`src/rtl/wb_pkg.sv`:
```
// rtl/wb_pkg.sv - shared state encoding and default widths for the wishbone interconnect
package wb_pkg;

  localparam int WB_ADDR_W = 32;
  localparam int WB_DATA_W = 32;

  typedef enum logic [1:0] {
    ST_IDLE   = 2'd0,
    ST_ACTIVE = 2'd1,
    ST_RESP   = 2'd2
  } wb_state_e;

endpackage

```
`src/rtl/wb_watchdog.sv`:
```
// rtl/wb_watchdog.sv - clear/enable cycle counter that flags expiry at TIMEOUT-1
module wb_watchdog #(
  parameter int TIMEOUT = 255
) (
  input  logic sys_clk,
  input  logic sys_rst_n,
  input  logic clear,
  input  logic enable,
  output logic expire
);

  localparam int CNT_W = (TIMEOUT > 2) ? $clog2(TIMEOUT) : 1;

  logic [CNT_W-1:0] count_q;

  always_ff @(posedge sys_clk) begin
    if (!sys_rst_n || clear) begin
      count_q <= '0;
    end else if (enable) begin
      count_q <= count_q + CNT_W'(1);
    end
  end

  // Expiry is reported on the final permitted cycle so the owner can act on the same edge.
  assign expire = (count_q == CNT_W'(TIMEOUT - 1));

endmodule

```
`src/rtl/wishbone_bus_decoder.sv`:
```
// rtl/wishbone_bus_decoder.sv - single-master, N-slave wishbone classic decoder with timeout error
module wishbone_bus_decoder
  import wb_pkg::*;
#(
  parameter int NUM_SLAVES = 4,
  parameter int ADDR_W     = WB_ADDR_W,
  parameter int DATA_W     = WB_DATA_W,
  parameter int SEL_LSB    = 28,
  parameter int SEL_W      = 4,
  parameter int TIMEOUT    = 255
) (
  input  logic                         sys_clk,
  input  logic                         sys_rst_n,
  input  logic [ADDR_W-1:0]            m_addr_i,
  input  logic                         m_we_i,
  input  logic [DATA_W-1:0]            m_data_i,
  input  logic                         m_cyc_i,
  input  logic                         m_stb_i,
  output logic [DATA_W-1:0]            m_data_o,
  output logic                         m_ack_o,
  output logic                         m_err_o,
  output logic [ADDR_W-1:0]            s_addr_o,
  output logic                         s_we_o,
  output logic [DATA_W-1:0]            s_data_o,
  output logic [NUM_SLAVES-1:0]        s_cyc_o,
  output logic [NUM_SLAVES-1:0]        s_stb_o,
  input  logic [NUM_SLAVES*DATA_W-1:0] s_data_i,
  input  logic [NUM_SLAVES-1:0]        s_ack_i,
  output logic                         busy_o,
  output logic [15:0]                  err_count_o
);

  wb_state_e              state_q, state_d;
  logic [SEL_W-1:0]       req_idx, idx_q;
  logic                   req_valid;
  logic                   we_q;
  logic [NUM_SLAVES-1:0]  sel_onehot;
  logic [DATA_W-1:0]      rd_data;
  logic                   ack_hit;
  logic                   active;
  logic                   latch_req, ack_set, err_set, data_load;
  logic                   wd_clear, wd_enable, wd_expire;

  assign req_idx   = m_addr_i[SEL_LSB +: SEL_W];
  assign req_valid = (int'(req_idx) < NUM_SLAVES);

  assign s_addr_o = m_addr_i;
  assign s_we_o   = m_we_i;
  assign s_data_o = m_data_i;

  // One-hot decode of the latched index plus the matching read-data mux.
  always_comb begin
    sel_onehot = '0;
    rd_data    = '0;
    for (int k = 0; k < NUM_SLAVES; k++) begin
      sel_onehot[k] = (int'(idx_q) == k);
      rd_data = rd_data | (s_data_i[k*DATA_W +: DATA_W] & {DATA_W{sel_onehot[k]}});
    end
  end

  assign ack_hit = |(s_ack_i & sel_onehot);
  assign active  = (state_q == ST_ACTIVE);

  // Strobes follow m_cyc_i combinationally so an aborting master releases the slave at once.
  assign s_cyc_o = (active && m_cyc_i) ? sel_onehot : '0;
  assign s_stb_o = (active && m_cyc_i) ? sel_onehot : '0;

  assign busy_o = (state_q != ST_IDLE);

  always_comb begin
    state_d   = state_q;
    latch_req = 1'b0;
    ack_set   = 1'b0;
    err_set   = 1'b0;
    data_load = 1'b0;
    wd_enable = 1'b0;
    case (state_q)
      ST_IDLE: begin
        if (m_cyc_i && m_stb_i) begin
          latch_req = 1'b1;
          if (req_valid) begin
            state_d = ST_ACTIVE;
          end else begin
            state_d = ST_RESP;
            err_set = 1'b1;
          end
        end
      end
      ST_ACTIVE: begin
        // Abort beats ack, and ack beats timeout on the same edge.
        if (!m_cyc_i) begin
          state_d = ST_IDLE;
        end else if (ack_hit) begin
          state_d   = ST_RESP;
          ack_set   = 1'b1;
          data_load = !we_q;
        end else if (wd_expire) begin
          state_d = ST_RESP;
          err_set = 1'b1;
        end else begin
          wd_enable = 1'b1;
        end
      end
      ST_RESP: begin
        state_d = ST_IDLE;
      end
      default: begin
        state_d = ST_IDLE;
      end
    endcase
  end

  assign wd_clear = !active;

  wb_watchdog #(
    .TIMEOUT (TIMEOUT)
  ) u_watchdog (
    .sys_clk   (sys_clk),
    .sys_rst_n (sys_rst_n),
    .clear     (wd_clear),
    .enable    (wd_enable),
    .expire    (wd_expire)
  );

  always_ff @(posedge sys_clk) begin
    if (!sys_rst_n) begin
      state_q     <= ST_IDLE;
      idx_q       <= '0;
      we_q        <= 1'b0;
      m_data_o    <= '0;
      m_ack_o     <= 1'b0;
      m_err_o     <= 1'b0;
      err_count_o <= 16'd0;
    end else begin
      state_q <= state_d;
      m_ack_o <= ack_set;
      m_err_o <= err_set;
      if (latch_req) begin
        idx_q <= req_idx;
        we_q  <= m_we_i;
      end
      if (data_load) begin
        m_data_o <= rd_data;
      end
      if (err_set && (err_count_o != 16'hFFFF)) begin
        err_count_o <= err_count_o + 16'd1;
      end
    end
  end

endmodule

```
`config.mk`:
```
export PLATFORM = sky130hd
export DESIGN_NAME = wishbone_bus_decoder
export DESIGN_NICKNAME = d
export VERILOG_FILES = /design/src/rtl/wb_pkg.sv /design/src/rtl/wb_watchdog.sv /design/src/rtl/wishbone_bus_decoder.sv
export SDC_FILE = /design/constraint.sdc
export NUM_CORES = 1
export LEC_CHECK = 0
export ABC_CLOCK_PERIOD_IN_PS = 2800
export CAP_MARGIN = 10
export CORE_AREA = 2 2 128 130
export CTS_CLUSTER_SIZE = 28
export DETAILED_ROUTE_END_ITERATION = 6
export DIE_AREA = 0 0 130 132
export SYNTH_ARGS = -nofsm -noshare
export SYNTH_HDL_FRONTEND = slang
export SYNTH_SLANG_ARGS = --single-unit
```
`constraint.sdc`:
```
create_clock -name sys_clk -period 2.8 [get_ports sys_clk]
set_input_delay 0.28 -clock sys_clk [delete_from_list [all_inputs] [get_ports sys_clk]]
set_output_delay 0.28 -clock sys_clk [all_outputs]
set_load 0.01 [all_outputs]
```
* Word level (Yosys, flattened, before mapping)
Cells that the tools add are included.
Storage, ports and cells: output and inout port bits 124, input port bits 201, bits in registers 65, memory bits (writable) 0, latch bits 0, word-level logic and storage cells 63, memories kept 0, memory bits (read-only) 0
Cells by class: reductions and logical operators 13, divide/modulo/power cells 0, bitwise gates (word level) 8, add/subtract/negate cells 2, equality and inequality tests 8, shift-type cells 0, muxes and demuxes 23, multiply operators 0, $lt $le $gt $ge 1
Operators by type and width (count):
- bitwise AND 32 bit | 4
- bitwise OR 32 bit | 3
- adder 16 x 1 -> 16 bit (second input constant) | 1
- != test 16 bit (second input constant) | 1
- two-way mux 1 bit | 15
- two-way mux 2 bit | 5
- adder 8 x 1 -> 8 bit (second input constant) | 1
- equality test 4 x 3 -> 1 bit (second input constant) | 2
- equality test 8 bit (second input constant) | 1
- bitwise AND 4 bit | 1
- equality test 4 x 2 -> 1 bit (second input constant) | 1
- logical NOT 4 bit | 1
- less-than comparator 4 x 3 -> 1 bit (second input constant) | 1
- two-way mux 4 bit | 1
- != test 4 x 3 -> 1 bit (second input constant) | 1
- one-hot mux 2 bit (2 select lines) | 1
- OR reduction 4 bit | 1
- logical AND 1 bit | 3
- logical NOT 1 bit | 3
- AND reduction 3 bit | 1
- equality test 2 x 1 -> 1 bit (second input constant) | 1
- logical NOT 2 bit | 1
- != test 2 bit (second input constant) | 1
- one-hot mux 1 bit (2 select lines) | 1
- other kinds (3) | 3

* Depth between registers and ports, before layout
Gate-level depths: netlist of the first run.
depth after elaboration 7, gate-level depth with buffers 8, gate-level depth less buffers 7

* Hierarchy
Synthesis of the first run repeated with hierarchy kept, for this count alone.
Second synthesis, totals: cells, all modules 445, area, all modules 3763.6 µm²
By module, submodules not included:
- wishbone_bus_decoder | sequential area each 1141.1 µm², times used 1, area each 3398.3 µm², cells each 403
- wb_watchdog | sequential area each 160.2 µm², times used 1, area each 365.4 µm², cells each 42

* Least setup slack after synthesis of the first run
OpenSTA, ideal clock, no wires.
path kind register to register, start register idx_q[0], end register err_count_o[10], clock period less this slack 1956 ps, cell stages (with the launch flop) 8, data required time 2728 ps, setup slack 844 ps, data arrival time 1884 ps, library setup time 72 ps, buffers on the path 2, cell sequence dfxtp_1 > buf_6 > mux2_4 > o2bb2ai_4 > o31a_1 > buf_6 > nor4_1 > mux2i_1
Between the ends: longest elaborated chain between the ends 7, elaborated cells on any way between the ends 10, those cells by class eq/ne (3); mux (3); bitwise (1); reduce/logical (3)
RTL lines:
- from (decl) | RTL line wishbone_bus_decoder.sv:34 | logic [SEL_W-1:0] req_idx, idx_q;
- from (signal assigned) | RTL line wishbone_bus_decoder.sv:139 | idx_q <= req_idx;
- equality test 4 x 2 -> 1 bit (tied with other cells) | RTL line wishbone_bus_decoder.sv:56 | sel_onehot[k] = (int'(idx_q) == k);
- bitwise AND 4 bit (*) | RTL line wishbone_bus_decoder.sv:61 | assign ack_hit = |(s_ack_i & sel_onehot);
- OR reduction 4 bit (*) | RTL line wishbone_bus_decoder.sv:61
- two-way mux 1 bit (*) | RTL line wishbone_bus_decoder.sv:93 | end else if (ack_hit) begin
- two-way mux 1 bit (*) | RTL line wishbone_bus_decoder.sv:91 | if (!m_cyc_i) begin
- one-hot mux 1 bit (2 select lines) (*) | RTL line wishbone_bus_decoder.sv:77 | case (state_q)
- logical AND 1 bit (*) | RTL line wishbone_bus_decoder.sv:145 | if (err_set && (err_count_o != 16'hFFFF)) begin
- to (signal assigned) | RTL line wishbone_bus_decoder.sv:146 | err_count_o <= err_count_o + 16'd1;
- to (decl) | RTL line wishbone_bus_decoder.sv:30 | output logic [15:0] err_count_o
Every way passes the cells marked *; elsewhere a longest branch is shown, timed or not. A chain may end at the register's enable or synchronous reset.

* Final worst setup path of the first run
start register idx_q[0], end register err_count_o[13]
Same word-level chain as after synthesis.

==> results.sh, run 1 <==
export IMPL_crit_path_end_kind="flip-flop"
export IMPL_synth_top_area_frac=0.335
export IMPL_yosys_register_bits=65
export IMPL_internal_power_mw=1.96
export IMPL_worst_slew_pin_slew_ps=689
export IMPL_fp_dieW_um=130
export IMPL_ctsHoldBuffers=0
export IMPL_ctsResizeCount=0
export IMPL_status="finished, final reports clean"
export IMPL_fin_skew_ps=8.43
export IMPL_ant_nets=0
export IMPL_fin_ws_ps=383
export IMPL_drt_iter0_markers=203
export IMPL_slew_violations=0
export IMPL_clkLatencyLatePin_ps=330
export IMPL_synthTopCellsByCount="buf_4 (72), dfxtp_1 (65), a22oi_1 (64)"
export IMPL_arrival_ps=2680
export IMPL_yosysTopAreaCell="dfxtp_1"
export IMPL_port_buffer_count=204
export IMPL_cts_tree="done"
export IMPL_synth_edff_count=0
export IMPL_period_needed_ps=2420
export IMPL_share_clk_of_total_power=0.465
export IMPL_async_reset_ff_frac=0
export IMPL_grt_usage=0.168
export IMPL_core_um2=15700
export IMPL_syn_area_um2=3890
export IMPL_grt_start_max_net_pins=65
export IMPL_crit_type="reg -> reg"
export IMPL_p_sw_frac=0.230
export IMPL_power_frac_comb=0.163
export IMPL_reg2reg_slack_ps=380
export IMPL_grt_overflow_total=0
export IMPL_ys_types=46
export IMPL_yosysSeqAreaShare=0.335
export IMPL_dp_slack_ps=116
export IMPL_worst_path_max_fanout=19
export IMPL_finalWirelength_um=14600
export IMPL_synthToLayoutAreaGrowth_pct=53.2
export IMPL_die_area_um2=17200
export IMPL_clock_sinks=65
export IMPL_drive_above_1_share=0.0632
export IMPL_slew_headroom=0.541
export IMPL_finalHoldViolCount=0
export IMPL_h_tree_depth=3
export IMPL_drt_pass1_iterations=4
export IMPL_clockBufferDepth=2
export IMPL_synth_area_leaders="dfxtp_1 (33%), buf_4 (14%), a22oi_1 (12%)"
export IMPL_powerDensity_nw_per_um2=426
export IMPL_start_util=0.247
export IMPL_grt_pass1_wl_um=22500
export IMPL_antenna_found_initial=1
export IMPL_rows=46
export IMPL_rsz0062_at_grt="false"
export IMPL_drv_cap=0
export IMPL_wl_per_cell_um=18.2
export IMPL_max_freq_mhz=414
export IMPL_nets=786
export IMPL_io_pins=325
export IMPL_critPathRequiredTime_ps=3070
export IMPL_leakage_nw=1.91
export IMPL_setup_tns_ps=0
export IMPL_route_vias_total=3972
export IMPL_yosysMostFrequentCell="buf_4"
export IMPL_peakVddDrop_v=0.000258
export IMPL_hold_path_class="reg -> reg"
export IMPL_timing_final_crit_share=0.863
export IMPL_grt_pass1_vias=3970
export IMPL_total_power_mw=2.54
export IMPL_start_kind="flip-flop"
export IMPL_numCtsBuffers=9
export IMPL_dp_hpwl_um=11100
export IMPL_yosysWarnings=0
export IMPL_path_clk_slew_ps=60
export IMPL_sequentialPowerShare=0.372
export IMPL_synth_fp_nets=659
export IMPL_post_cts_buffers=0
export IMPL_gp_congestion=0.792
export IMPL_post_route_drc_count=0
export IMPL_routed_via_density=4.95
export IMPL_synth_flop_cell="dfxtp_1"
export IMPL_power_switching_mw=0.584
export IMPL_syn_area_per_cell_um2=8.54
export IMPL_synthCells=455
export IMPL_setup_viol=0
export IMPL_die_h_um=132
export IMPL_root_buffer="clkbuf_16"
==> layout by cell type, fill, tap and decap left out, types with 2 or more instances in the layout <==
cell type / netlist / final
clkdlybuf4s50_1: 0 / 204
dfxtp_1: 65 / 65
a22oi_1: 64 / 64
nor2_1: 55 / 53
a311oi_1: 33 / 33
nand2_1: 14 / 14
mux2i_1: 12 / 12
buf_4: 72 / 12
nand3_1: 11 / 11
a21oi_1: 11 / 11
nor3_1: 9 / 9
clkbuf_16: 0 / 9
nand2b_1: 7 / 7
and3_1: 6 / 6
o21ai_0: 6 / 6
nor4_1: 6 / 5
inv_1: 5 / 4
or3_1: 4 / 4
or4_1: 4 / 4
xnor2_1: 4 / 4
nand3b_1: 3 / 3
nand4_1: 3 / 3
o31ai_1: 3 / 3
ha_1: 3 / 3
or2_2: 2 / 2
or3b_1: 2 / 2
and2_1: 2 / 2
nor2_2: 0 / 2
nor4b_2: 2 / 2
a211oi_1: 2 / 2
clkinv_2: 0 / 2
bufinv_16: 0 / 2
==> worst paths after layout <==
kind / cells after the start / to / startpoint
max: 6 / err_count_o[13] / idx_q[0]
min: 2 / err_count_o[10] / err_count_o[10]
max reg2reg: 6 / err_count_o[13] / idx_q[0]
min reg2reg: 2 / err_count_o[10] / err_count_o[10]
==> through the flow <==
step | hold slack, ps | util | instance area [um^2] | cells
after floorplan | 419 | - | 3890 | 455
after global placement | 466 | 0.360 | 5650 | 787
after detailed placement | 481 | 0.360 | 5650 | 787
after CTS | 488 | 0.379 | 5950 | 801
after global routing | 506 | 0.379 | 5950 | 802
final | 490 | 0.379 | 5950 | 802
==> power groups by stage <==
stage / clock [mW] / combinational, mW / sequential [mW]
2_1_floorplan: 0 / 0.235 / 0.964
3_3_place_gp: 0 / 0.410 / 0.964
3_5_place_dp: 0 / 0.416 / 0.965
4_1_cts: 1.22 / 0.418 / 0.945
5_1_grt: 1.27 / 0.445 / 0.946
6_report: 1.18 / 0.414 / 0.945
==> per-layer routing <==
layer	global-route usage	share of wire
met2	0.288	0.51
met5	0	0
met1	0.194	0.39
met3	0.0694	0.088
met4	0.0388	0.014
==> cell families after synthesis <==
group | after synthesis | share of synthesized area
and+or+nand+nor | 137 | 0.182
xor gates and xnor gates | 4 | 0.00901
buffers and inverters | 106 | 0.178
AOI/OAI and AO/OA | 127 | 0.252
DFF | 65 | 0.335
adders and majority gates | 3 | 0.00966
muxes | 13 | 0.0348
==> critical path: stages, from the launching register on <==
cell	delay, ps
dfxtp_1	510
mux2_4	350
o2bb2ai_4	160
o31a_1	520
buf_4	260
nor4_1	330
mux2i_1	210
==> area by class of cell <==
type	count	area, um^2
diodes	1	2.50
clock buffers	10	229
clock inverters	4	70.1
fillers	1575	9760
inverters	5	18.8
multi-input cells	284	1910
flip-flops and latches	65	1300
well taps	216	270
repair buffers	217	2150
==> state kept, by name, indices dropped and copies added, names as in the netlist <==
| signal | cells |
|---|---|
| err_count_o | 16 |
| idx_q | 4 |
| m_ack_o | 1 |
| m_data_o | 32 |
| m_err_o | 1 |
| state_q | 2 |
| u_watchdog.count_q | 8 |
| we_q | 1 |
Power figures use the tool's default switching activity.
==> run 2, diff against run 1 <==
--- a/config.mk
+++ b/config.mk
@@ -5,12 +5,14 @@
 export SDC_FILE = /design/constraint.sdc
 export NUM_CORES = 1
 export LEC_CHECK = 0
-export ABC_CLOCK_PERIOD_IN_PS = 2800
+export ABC_AREA = 1
+export ABC_CLOCK_PERIOD_IN_PS = 2900
 export CAP_MARGIN = 10
-export CORE_AREA = 2 2 128 130
+export CORE_AREA = 2 2 125 127
 export CTS_CLUSTER_SIZE = 28
 export DETAILED_ROUTE_END_ITERATION = 6
-export DIE_AREA = 0 0 130 132
+export DIE_AREA = 0 0 127 129
+export PLACE_DENSITY = 0.71
 export SYNTH_ARGS = -nofsm -noshare
 export SYNTH_HDL_FRONTEND = slang
 export SYNTH_SLANG_ARGS = --single-unit
==> constraint.sdc (replaced) <==
create_clock -name sys_clk -period 2.9 [get_ports sys_clk]
set_input_delay 0.29 -clock sys_clk [delete_from_list [all_inputs] [get_ports sys_clk]]
set_output_delay 0.29 -clock sys_clk [all_outputs]
set_load 0.01 [all_outputs]
==> results.sh, run 2 <==
export IMPL_regToRegEndpoint="m_data_o[18]"
export IMPL_arrival_ps=2080
export IMPL_dp_cells=953
export IMPL_ctsHoldBuffers=0
export IMPL_status="finished, final reports clean"
export IMPL_setup_viol=0
export IMPL_synthTopCellsByCount="nand2_1 (134), nand3_1 (122), buf_4 (70)"
export IMPL_io_pins=325
export IMPL_leakage_nw=2.22
export IMPL_yosysMostFrequentCell="nand2_1"
export IMPL_timing_final_crit_share=0.818
export IMPL_slew_violations=0
export IMPL_syn_area_um2=4430
export IMPL_r2r_start="idx_q[1]"
export IMPL_drt_pass1_iterations=5
export IMPL_path_clk_slew_ps=50
export IMPL_grt_pass1_wl_um=26000
export IMPL_dp_slack_ps=578
export IMPL_async_reset_ff_frac=0
export IMPL_crit_path_end="s_stb_o[1]"
export IMPL_clock_sinks=65
export IMPL_cp_startpoint="state_q[0]"
export IMPL_synth_flop_cell="dfxtp_1"
export IMPL_clockBufferDepth=2
export IMPL_nets=980
export IMPL_synth_top_area_frac=0.294
export IMPL_drt_iter0_markers=279
export IMPL_crit_path_end_kind="output pin"
export IMPL_crit_type="reg -> out"
export IMPL_synthToLayoutAreaGrowth_pct=44.9
export IMPL_critPathRequiredTime_ps=2610
export IMPL_post_cts_buffers=0
export IMPL_cts_tree="done"
export IMPL_die_area_um2=16400
export IMPL_hold_slack_ps=461
export IMPL_drv_cap=0
export IMPL_fin_util=0.429
export IMPL_port_buffer_count=204
export IMPL_grt_pass1_vias=4688
export IMPL_wl_per_cell_um=17.6
export IMPL_ys_types=29
export IMPL_synth_area_leaders="dfxtp_1 (29%), nand3_1 (14%), buf_4 (12%)"
export IMPL_stdcell_count=970
export IMPL_cpMaxStageDelayCell="clkdlybuf4s50_1"
export IMPL_multi_input_area_um2=2320
export IMPL_dp_hpwl_um=12800
export IMPL_layout_commonest_cell="clkdlybuf4s50_1"
export IMPL_powerDensity_nw_per_um2=414
export IMPL_fin_skew_ps=4.45
export IMPL_cpPeakStageDelay_ps=630
export IMPL_mostFrequentLayoutCells="clkdlybuf4s50_1 (204), nand2_1 (134), nand3_1 (122)"
export IMPL_hold_path_class="reg -> reg"
export IMPL_ant_nets=0
export IMPL_fin_ws_ps=529
export IMPL_fillCellCount=1514
export IMPL_regArea_um2=1300
export IMPL_drive_above_1_share=0.0525
export IMPL_gp_congestion=0.840
export IMPL_setup_tns_ps=0
export IMPL_peakVddDrop_v=0.000233
export IMPL_yosysSeqAreaShare=0.294
export IMPL_synth_edff_count=0
export IMPL_synth_fp_nets=869
export IMPL_start_util=0.296
export IMPL_slew_headroom=0.513
export IMPL_route_vias_total=4983
export IMPL_max_freq_mhz=422
export IMPL_start_kind="flip-flop"
export IMPL_cp_cell_sequence="inv_1, nor2_1, nand2_1, nor4_1, clkdlybuf4s50_1"
export IMPL_period_needed_ps=2370
export IMPL_h_tree_depth=3
export IMPL_syn_area_per_cell_um2=6.66
export IMPL_rows=45
export IMPL_grt_usage=0.206
export IMPL_reg2reg_slack_ps=780
export IMPL_die_h_um=129
export IMPL_ctsResizeCount=0
export IMPL_yosysTopAreaCell="dfxtp_1"
export IMPL_largest_register_ffs=32
export IMPL_top_register="m_data_o"
export IMPL_numCtsBuffers=9
export IMPL_grt_overflow_total=0
export IMPL_rsz0062_at_grt="false"
export IMPL_yosysWarnings=0
export IMPL_routed_via_density=5.14
export IMPL_worst_path_max_fanout=8
export IMPL_finalHoldViolCount=0
export IMPL_worst_slew_pin_slew_ps=730
export IMPL_core_um2=15000
export IMPL_post_route_drc_count=0
export IMPL_fp_dieW_um=127
export IMPL_reg_top3="m_data_o x32, err_count_o x16, u_watchdog.count_q x8"
export IMPL_clkLatencyLatePin_ps=330
export IMPL_synthCells=665
export IMPL_finalWirelength_um=17100
export IMPL_grt_start_max_net_pins=83
export IMPL_antenna_found_initial=1
export IMPL_root_buffer="clkbuf_16"
export IMPL_rr_worst_depth=9
export IMPL_yosys_register_bits=65
==> run 2: changes by cell type in the layout (fill, tap and decap cells not counted), moves of 7 or more <==
cell      previous run  this run
nand2_1             14       134
nand3_1             11       122
nand4_1              3        68
a22oi_1             64         0
a21oi_1             11        62
a311oi_1            33         0
nor2_1              53        25
inv_1                4        19
mux2i_1             12         0
inv_2                0         7
nand2b_1             7         0
==> run 2: power by group <==
group          switching [mW]  internal [mW]
registers              0.0109          0.903
clock network           0.390          0.800
logic                   0.279          0.271
total                   0.680           1.98
==> run 2: logic make-up (layout without fill, tap and decap cells) <==
logic type / count (synthesis) / count (layout) / share of synthesized area
AO/OA/AOI/OAI: 73 / 73 / 0.0833
XOR/XNOR: 13 / 13 / 0.0257
adder cells (fa/ha/maj): 3 / 3 / 0.00848
buffers and inverters: 142 / 258 / 0.186
flip-flops: 65 / 65 / 0.294
other: 0 / 1 / 0
AND/OR/NAND/NOR: 369 / 369 / 0.403
==> run 2: critical path: cells and delay by family, from the launching register on <==
kind | cells | cell delay (ps)
flip-flops | 1 | 320
AND/OR/NAND/NOR | 3 | 750
buffers and inverters | 2 | 670
==> run 2: cell type report <==
class,count,share of cell area
Sequential cell,65,0.203
Multi-Input combinational cell,458,0.362
Timing Repair Buffer,214,0.332
Tap cell,188,0.0366
Clock buffer,14,0.0411
Antenna cell,1,0.000390
Clock inverter,2,0.00936
Inverter,28,0.0164
==> run 2: through the flow <==
step                cell area [um^2]  power [mW]
global route                    6420        2.77
global placement                6090        1.48
detailed placement              6090        1.48
CTS                             6420        2.69
floorplan                       4430        1.27
finish                          6420        2.66
==> run 2: how the worst min path moves through the flow <==
stage	start	endpoint	slack, ps	cells past startpoint
2_1_floorplan	m_addr_i[31]	idx_q[3]	420	2
3_3_place_gp	m_data_o[10]	m_data_o[10]	450	2
3_5_place_dp	m_data_o[10]	m_data_o[10]	450	2
4_1_cts	m_data_o[10]	m_data_o[10]	460	2
5_1_grt	m_data_o[3]	m_data_o[3]	480	2
6_report	m_data_o[10]	m_data_o[10]	460	2
==> run 2: layer usage <==
| layer | vias up | wire (um) | track usage |
|---|---|---|---|
| met3 | 35 | 1540 | 0.0661 |
| li1 | 2442 | - | - |
| met2 | 208 | 7970 | 0.347 |
| met5 | - | 0 | 0 |
| met4 | 0 | 418 | 0.0789 |
| met1 | 2298 | 7150 | 0.245 |
